**src/rtl/uart_cmd_rcv_if.sv**
```systemverilog
// uart_cmd_rcv_if: serial lines plus command/response handshake of uart_cmd_rcv
interface uart_cmd_rcv_if;
  logic        RX;
  logic        TX;
  logic [15:0] cmd;
  logic        cmd_rdy;
  logic        clr_cmd_rdy;
  logic [7:0]  resp;
  logic        send_resp;
  logic        resp_sent;
  modport master (output RX, clr_cmd_rdy, resp, send_resp, input TX, cmd, cmd_rdy, resp_sent);
  modport slave  (input RX, clr_cmd_rdy, resp, send_resp, output TX, cmd, cmd_rdy, resp_sent);
endinterface

```
**src/rtl/uart_cmd_rcv.sv**
```systemverilog
// uart_cmd_rcv: 8N1 UART receiving two-byte commands and transmitting one-byte responses.
// Define INTERBYTE_TIMEOUT_EN to drop a lone MSB after TIMEOUT_CYC idle clocks.
module uart_cmd_rcv #(
  parameter int BAUD_DIV    = 5208,
  parameter int TIMEOUT_CYC = 2000000
) (
  input logic clk,
  input logic rst_n,
  uart_cmd_rcv_if.slave u
);
  localparam int CW = $clog2(BAUD_DIV);
  localparam int AW = $clog2(10 * BAUD_DIV);
  localparam logic [CW-1:0] LAST = CW'(BAUD_DIV - 1);
  localparam logic [CW-1:0] SAMP = CW'(BAUD_DIV / 2 - 1);
  localparam logic [AW-1:0] ARM_LAST = AW'(10 * BAUD_DIV - 1);
  if (BAUD_DIV < 4 || TIMEOUT_CYC < 2) begin : g_bad_param
    $error("uart_cmd_rcv: BAUD_DIV must be >= 4 and TIMEOUT_CYC >= 2");
  end
  typedef enum logic {A_IDLE, A_WAIT_LSB} asm_t;
  typedef enum logic [1:0] {T_IDLE, T_START, T_DATA, T_STOP} tx_t;
  logic rx1_q, rx1_d, rx2_q, rx2_d, rx3_q, rx3_d;
  logic armed_q, armed_d;
  logic [AW-1:0] arm_cnt_q, arm_cnt_d;
  logic rx_busy_q, rx_busy_d;
  logic [CW-1:0] rx_cnt_q, rx_cnt_d;
  logic [3:0] rx_bit_q, rx_bit_d;
  logic [7:0] rx_sh_q, rx_sh_d;
  asm_t asm_q, asm_d;
  logic [7:0] msb_q, msb_d;
  logic [15:0] cmd_q, cmd_d;
  logic rdy_q, rdy_d;
  tx_t tx_st_q, tx_st_d;
  logic [CW-1:0] tx_cnt_q, tx_cnt_d;
  logic [2:0] tx_bit_q, tx_bit_d;
  logic [7:0] tx_dat_q, tx_dat_d;
  logic tx_q, tx_d, sent_q, sent_d;
  logic rx_start, rx_samp, rx_stop, good, bad, done, to_hit, tx_acc, tx_end;
`ifdef INTERBYTE_TIMEOUT_EN
  localparam int TW = $clog2(TIMEOUT_CYC);
  localparam logic [TW-1:0] TO_LAST = TW'(TIMEOUT_CYC - 1);
  logic [TW-1:0] to_cnt_q, to_cnt_d;
  logic to_run;
`endif
  always_comb begin
    rx1_d = u.RX;
    rx2_d = rx1_q;
    rx3_d = rx2_q;
    // Receiver stays disarmed after reset until the line has been high longer than any frame can be
    arm_cnt_d = armed_q ? arm_cnt_q : (rx2_q ? arm_cnt_q + 1'b1 : '0);
    armed_d = armed_q | (rx2_q && arm_cnt_q == ARM_LAST);
    rx_start = rx3_q & ~rx2_q & armed_q & ~rx_busy_q;
    rx_samp = rx_busy_q && rx_cnt_q == SAMP;
    rx_stop = rx_samp && rx_bit_q == 4'd9;
    rx_busy_d = rx_start | (rx_busy_q & ~rx_stop);
    rx_cnt_d = (rx_busy_q && !rx_stop && rx_cnt_q != LAST) ? rx_cnt_q + 1'b1 : '0;
    rx_bit_d = (!rx_busy_q || rx_stop) ? 4'd0 : (rx_cnt_q == LAST ? rx_bit_q + 1'b1 : rx_bit_q);
    rx_sh_d = (rx_samp && rx_bit_q != 4'd0 && !rx_stop) ? {rx2_q, rx_sh_q[7:1]} : rx_sh_q;
    good = rx_stop & rx2_q;
    bad = rx_stop & ~rx2_q;
    done = good && asm_q == A_WAIT_LSB;
`ifdef INTERBYTE_TIMEOUT_EN
    to_run = asm_q == A_WAIT_LSB && !rx_busy_q && !rx_start;
    to_hit = to_run && to_cnt_q == TO_LAST;
    to_cnt_d = (to_run && !to_hit) ? to_cnt_q + 1'b1 : '0;
`else
    to_hit = 1'b0;
`endif
    asm_d = (bad || to_hit) ? A_IDLE : good ? (asm_q == A_IDLE ? A_WAIT_LSB : A_IDLE) : asm_q;
    msb_d = to_hit ? 8'h00 : (good && asm_q == A_IDLE) ? rx_sh_q : msb_q;
    cmd_d = done ? {msb_q, rx_sh_q} : cmd_q;
    rdy_d = done | (rdy_q & ~u.clr_cmd_rdy & ~(rx_start && asm_q == A_IDLE));
    tx_acc = tx_st_q == T_IDLE && u.send_resp;
    tx_end = tx_cnt_q == LAST;
    tx_cnt_d = (tx_st_q == T_IDLE || tx_end) ? '0 : tx_cnt_q + 1'b1;
    tx_dat_d = tx_acc ? u.resp : tx_dat_q;
    tx_bit_d = (tx_st_q == T_DATA && tx_end) ? tx_bit_q + 1'b1 : tx_bit_q;
    tx_st_d = tx_acc ? T_START : !tx_end ? tx_st_q : tx_st_q == T_START ? T_DATA :
              tx_st_q == T_DATA ? (tx_bit_q == 3'd7 ? T_STOP : T_DATA) : T_IDLE;
    tx_d = tx_st_d == T_START ? 1'b0 : tx_st_d == T_DATA ? tx_dat_d[tx_bit_d] : 1'b1;
    sent_d = (tx_st_q == T_STOP && tx_end) | (sent_q & ~tx_acc);
  end
  always_ff @(posedge clk or negedge rst_n) begin
    if (!rst_n) begin
      rx1_q <= 1'b1;
      rx2_q <= 1'b1;
      rx3_q <= 1'b1;
      armed_q <= 1'b0;
      arm_cnt_q <= '0;
      rx_busy_q <= 1'b0;
      rx_cnt_q <= '0;
      rx_bit_q <= '0;
      rx_sh_q <= '0;
      asm_q <= A_IDLE;
      msb_q <= '0;
      cmd_q <= '0;
      rdy_q <= 1'b0;
      tx_st_q <= T_IDLE;
      tx_cnt_q <= '0;
      tx_bit_q <= '0;
      tx_dat_q <= '0;
      tx_q <= 1'b1;
      sent_q <= 1'b0;
`ifdef INTERBYTE_TIMEOUT_EN
      to_cnt_q <= '0;
`endif
    end else begin
      rx1_q <= rx1_d;
      rx2_q <= rx2_d;
      rx3_q <= rx3_d;
      armed_q <= armed_d;
      arm_cnt_q <= arm_cnt_d;
      rx_busy_q <= rx_busy_d;
      rx_cnt_q <= rx_cnt_d;
      rx_bit_q <= rx_bit_d;
      rx_sh_q <= rx_sh_d;
      asm_q <= asm_d;
      msb_q <= msb_d;
      cmd_q <= cmd_d;
      rdy_q <= rdy_d;
      tx_st_q <= tx_st_d;
      tx_cnt_q <= tx_cnt_d;
      tx_bit_q <= tx_bit_d;
      tx_dat_q <= tx_dat_d;
      tx_q <= tx_d;
      sent_q <= sent_d;
`ifdef INTERBYTE_TIMEOUT_EN
      to_cnt_q <= to_cnt_d;
`endif
    end
  end
  assign u.TX = tx_q;
  assign u.cmd = cmd_q;
  assign u.cmd_rdy = rdy_q;
  assign u.resp_sent = sent_q;
endmodule
```
**src/flat_wrapper.sv**
```systemverilog
// flat-port wrapper written by rule: the top's interface ports become plain ports
module uart_cmd_rcv_flat 
#(
  parameter int BAUD_DIV    = 5208,
  parameter int TIMEOUT_CYC = 2000000
)
  (clk, rst_n, u_RX, u_clr_cmd_rdy, u_resp, u_send_resp, u_TX, u_cmd, u_cmd_rdy, u_resp_sent);
  uart_cmd_rcv_if u_i ();
  input logic clk;
  input logic rst_n;
  input wire logic [$bits(u_i.RX)-1:0] u_RX;
  input wire logic [$bits(u_i.clr_cmd_rdy)-1:0] u_clr_cmd_rdy;
  input wire logic [$bits(u_i.resp)-1:0] u_resp;
  input wire logic [$bits(u_i.send_resp)-1:0] u_send_resp;
  output wire logic [$bits(u_i.TX)-1:0] u_TX;
  output wire logic [$bits(u_i.cmd)-1:0] u_cmd;
  output wire logic [$bits(u_i.cmd_rdy)-1:0] u_cmd_rdy;
  output wire logic [$bits(u_i.resp_sent)-1:0] u_resp_sent;
  assign u_i.RX = u_RX;
  assign u_i.clr_cmd_rdy = u_clr_cmd_rdy;
  assign u_i.resp = u_resp;
  assign u_i.send_resp = u_send_resp;
  assign u_TX = u_i.TX;
  assign u_cmd = u_i.cmd;
  assign u_cmd_rdy = u_i.cmd_rdy;
  assign u_resp_sent = u_i.resp_sent;
  uart_cmd_rcv #(.BAUD_DIV(BAUD_DIV), .TIMEOUT_CYC(TIMEOUT_CYC)) u_core (.clk(clk), .rst_n(rst_n), .u(u_i));
endmodule
```
**config.mk**
```make
export PLATFORM = sky130hd
export DESIGN_NAME = uart_cmd_rcv_flat
export DESIGN_NICKNAME = d
export VERILOG_FILES = /design/src/rtl/uart_cmd_rcv_if.sv /design/src/rtl/uart_cmd_rcv.sv /design/src/flat_wrapper.sv
export SDC_FILE = /design/constraint.sdc
export NUM_CORES = 1
export LEC_CHECK = 0
export BUFFER_PORTS_ARGS = -buffer_cell sky130_fd_sc_hd__buf_2
export CORE_ASPECT_RATIO = 0.75
export CORE_MARGIN = 2
export CORE_UTILIZATION = 65
export CTS_BUF_LIST = sky130_fd_sc_hd__clkbuf_8
export DETAILED_ROUTE_END_ITERATION = 16
export MAX_ROUTING_LAYER = met4
export PLACE_DENSITY = 0.9
export SETUP_SLACK_MARGIN = 0.1
export SYNTH_ARGS = -nofsm -noshare
export SYNTH_HDL_FRONTEND = slang
export SYNTH_SLANG_ARGS = --single-unit
```
**constraint.sdc**
```tcl
create_clock -name clk -period 6.1 [get_ports clk]
set_input_delay 0.305 -clock clk [delete_from_list [all_inputs] [get_ports clk]]
set_output_delay 0.305 -clock clk [all_outputs]
set_load 0.02 [all_outputs]
```
==> flow_summary_export.csv <==
group,metric,value,unit
global_routing,antenna_found_initial,0,
yosys,syn_area,4470,sq um
yosys,synth_area_per_cell,11.9,sq um
yosys,synth_edf_count,0,
drt,ant_nets,0,
hold_path,worstHoldStart,"u_RX",
clocking,clkTransAtPathRegs,0.10,ns
sta,finalHoldViolCount,0,
critical_path,reg2reg_from,"u_core.rx_cnt_q[0]",
critical_path,cp_max_fo,9,
sta,finalCriticalPeriod,2.39,ns
critical_path,critPathKind,"flop to flop",
hold_path,worstHoldPathType,"primary input to flop",
floorplan,pin_count,32,
final_layout,n_antenna_cell,0,
critical_path,cp_data_arrival_time,2.65,ns
critical_path,cpMaxStageDelayCell,"nor3b_4",
drt,vias_per_cell,5.58,
critical_path,crit_required,6.35,ns
drt,drt_first_iter_violations,124,
critical_path,cp_cell_sequence,"ha_1 > and4_1 > nand4_1 > or3_4 > nor3b_4 > mux2_2",
clocking,cts_resized,0,
sta,slew_viol_final,0,
floorplan,initial_core_util,66.3,%
sta,period_share,39.2,%
yosys,synth.distinct_cells,44,
place,pre_cts_slack,3.78,ns
floorplan,num_rows,26,
run_status,status,"finished, final reports clean",
sta,rsz0062_at_grt,"no",
yosys,yosysSeqAreaShare,56.1,%
sta,slew_headroom,44.4,%
critical_path,cp-start-kind,"flop",
place,portBuffers,31,
critical_path,reg2reg_slack,3.71,ns
hold_path,worstHoldEndpoint,"u_core.rx1_q",
power_and_ir_drop,vdd_drop_max,155,uV
global_routing,grt_pass1_wl,12700,um
final_layout,final_layout_size_suffix_gt1_share,25.2,%
place,place.gp.congestion,0.827,
clocking,cts.sinks,100,
clocking,cts_tree,"built",
sta,clock_skew,0.0110,ns
yosys,synth-main-ff-cell,"dfrtp_1",
floorplan,design.core.area,6730,sq um
final_layout,syn2layout_area_growth,9.47,%
critical_path,r2r_cells,6,
yosys,synth_area_leaders,"dfrtp_1 (54%), mux2_2 (11%), xor2_1 (4.9%), nor2_1 (4.4%), ha_1 (3.4%)",
critical_path,cpPeakStageDelay,0.46,ns
place,dp_hpwl,5200,um
yosys,ys_ff_latch,100,
drt,vias,2794,
sta,tightest_slew,0.834,ns
critical_path,end_kind,"flop",
hold_path,whs_path_depth,1,
sta,final.setup.tns,0,ns
yosys,yosys.area.top_type,"dfrtp_1",
critical_path,r2r_end,"u_core.msb_q[2]",
clocking,clockRootBuffer,"clkbuf_8",
sta,setup_viol,0,
yosys,synth_nets,401,
power_and_ir_drop,power.density,224,nW/um^2
floorplan,dieHeight,75.8,um
sta,whs,0.0362,ns
power_and_ir_drop,leakagePower,2.50,nW
drt,wl,7570,um
yosys,netlist_instances,376,
floorplan,fp.dieArea,7560,sq um
global_routing,grt_remaining_overflow,0,
drt,wl_per_cell,15.1,um
sta,max_freq,418,MHz
yosys,yosys_warnings,0,
yosys,synthArstFlopShare,100,%
floorplan,die_w,99.7,um
clocking,clock_tree.buffer_depth,2,
sta,layout_setup_ws,3.71,ns
job,cap_violations,0,
final_layout,nets,437,
global_routing,grt_pass1_vias,2692,
global_routing,grt_usage,22.5,%
yosys,synth.top_cell.area_share,53.8,%
drt,drc_errors,0,
clocking,clock_latency,0.37,ns
clocking,htreeDepth,3,
global_routing,grt_max_degree,69,
drt,drtPass1Iterations,4,
clocking,numCtsBuffers,9,
## registers in the layout, indices dropped and copies added (netlist names), 2 cells and up
register and count:
u_core.arm_cnt_q 16, u_core.msb_q 8, u_core.rx_bit_q 4, u_core.rx_cnt_q 13, u_core.rx_sh_q 8, u_core.tx_bit_q 3
u_core.tx_cnt_q 13, u_core.tx_dat_q 8, u_core.tx_st_q 2, u_core.u.cmd 16
## worst max path at each step
stage                           end  slack [ns]               start
finish              u_core.msb_q[2]        3.71  u_core.rx_cnt_q[0]
global route        u_core.msb_q[2]        3.59  u_core.rx_cnt_q[0]
CTS                 u_core.msb_q[2]        3.71  u_core.rx_cnt_q[0]
detailed placement  u_core.msb_q[0]        3.78  u_core.rx_cnt_q[0]
global placement    u_core.msb_q[3]        3.89  u_core.rx_cnt_q[0]
floorplan           u_core.msb_q[0]        4.02  u_core.rx_cnt_q[0]
## stage by stage
step | cells | power (mW) | cell area (sq um) | util [%]
floorplan | 376 | 0.686 | 4470 | -
global placement | 484 | 0.704 | 4690 | 69.7
detailed placement | 484 | 0.704 | 4690 | 69.7
CTS | 501 | 1.11 | 4890 | 72.6
global route | 501 | 1.14 | 4890 | 72.6
finish | 501 | 1.09 | 4890 | 72.6
## logic make-up (layout without fill, tap and decap cells)
logic type	Yosys count	count (layout)	share of synthesized area [%]
and+or+nand+nor	140	140	16.5
DFF	100	100	56.1
muxes	49	49	12.2
xor gates and xnor gates	36	36	7.23
buffers and inverters	20	61	1.99
AOI/OAI and AO/OA	19	19	2.63
adders and majority gates	12	12	3.36
## placed cells by master, fill, tap and decap left out, types with 2 or more instances in the layout
| cell type | Yosys | layout |
|---|---|---|
| ha_1 | 12 | 12 |
| inv_1 | 11 | 11 |
| mux2_2 | 42 | 42 |
| o31ai_1 | 2 | 2 |
| a21oi_1 | 4 | 4 |
| mux2i_1 | 7 | 7 |
| nand4_1 | 6 | 6 |
| inv_6 | 0 | 5 |
| nand3_1 | 20 | 20 |
| nor2b_1 | 3 | 3 |
| and4bb_2 | 2 | 2 |
| clkbuf_8 | 0 | 9 |
| or3_1 | 3 | 3 |
| dfstp_2 | 4 | 4 |
| xor2_1 | 25 | 25 |
| and3_1 | 11 | 11 |
| buf_4 | 1 | 2 |
| nand2b_1 | 4 | 4 |
| a21o_1 | 3 | 3 |
| buf_2 | 2 | 30 |
| nor2_1 | 52 | 52 |
| nand4b_1 | 2 | 2 |
| nand2_1 | 23 | 23 |
| nor3_1 | 2 | 2 |
| o21ai_0 | 7 | 7 |
| dfrtp_1 | 96 | 96 |
| xnor2_1 | 10 | 10 |
## critical path: cells and delay by family, from the launching register on
family / cells / cell delay [ns]
adders and majority gates: 1 / 0.22
muxes: 1 / 0.40
and+or+nand+nor: 4 / 1.25
DFF: 1 / 0.40
## repair_timing
item / 4_1_cts / 5_1_grt
hold endpoints to repair: 32 / 0
buffers inserted: 0 / 0
hold buffers: 1 / 0
setup endpoints to repair: 0 / 0
## synthesized netlist by cell type, types with 6 or more instances
cell     instances
and3_1          11
dfrtp_1         96
ha_1            12
inv_1           11
mux2_2          42
mux2i_1          7
nand2_1         23
nand3_1         20
nand4_1          6
nor2_1          52
o21ai_0          7
xnor2_1         10
xor2_1          25
## cell type report
cell class                      instances  area [sq um]
Fill cell                             432          1840
Clock buffer                            9           124
Tap cell                               84           105
Inverter                               12          45.0
Clock inverter                          7          62.6
Timing Repair Buffer                   33           175
Multi-Input combinational cell        256          1870
Sequential cell                       100          2510
## metal layers
metal  up-vias  routed length [um]  track usage (%)
li1       1352                   -                -
met1      1383                3680             29.9
met2        50                3560             34.7
met3         9                 219             5.50
met4         0                 106             7.31
met5         -                   0                -
## where the power goes
part | total (mW) | switching, mW | internal, mW
clock | 0.403 | 0.245 | 0.158
sequential | 0.669 | 0.00300 | 0.666
combinational | 0.0222 | 0.0162 | 0.00603
total | 1.09 | 0.264 | 0.830
Note: power is estimated with default switching activity, not from simulation.
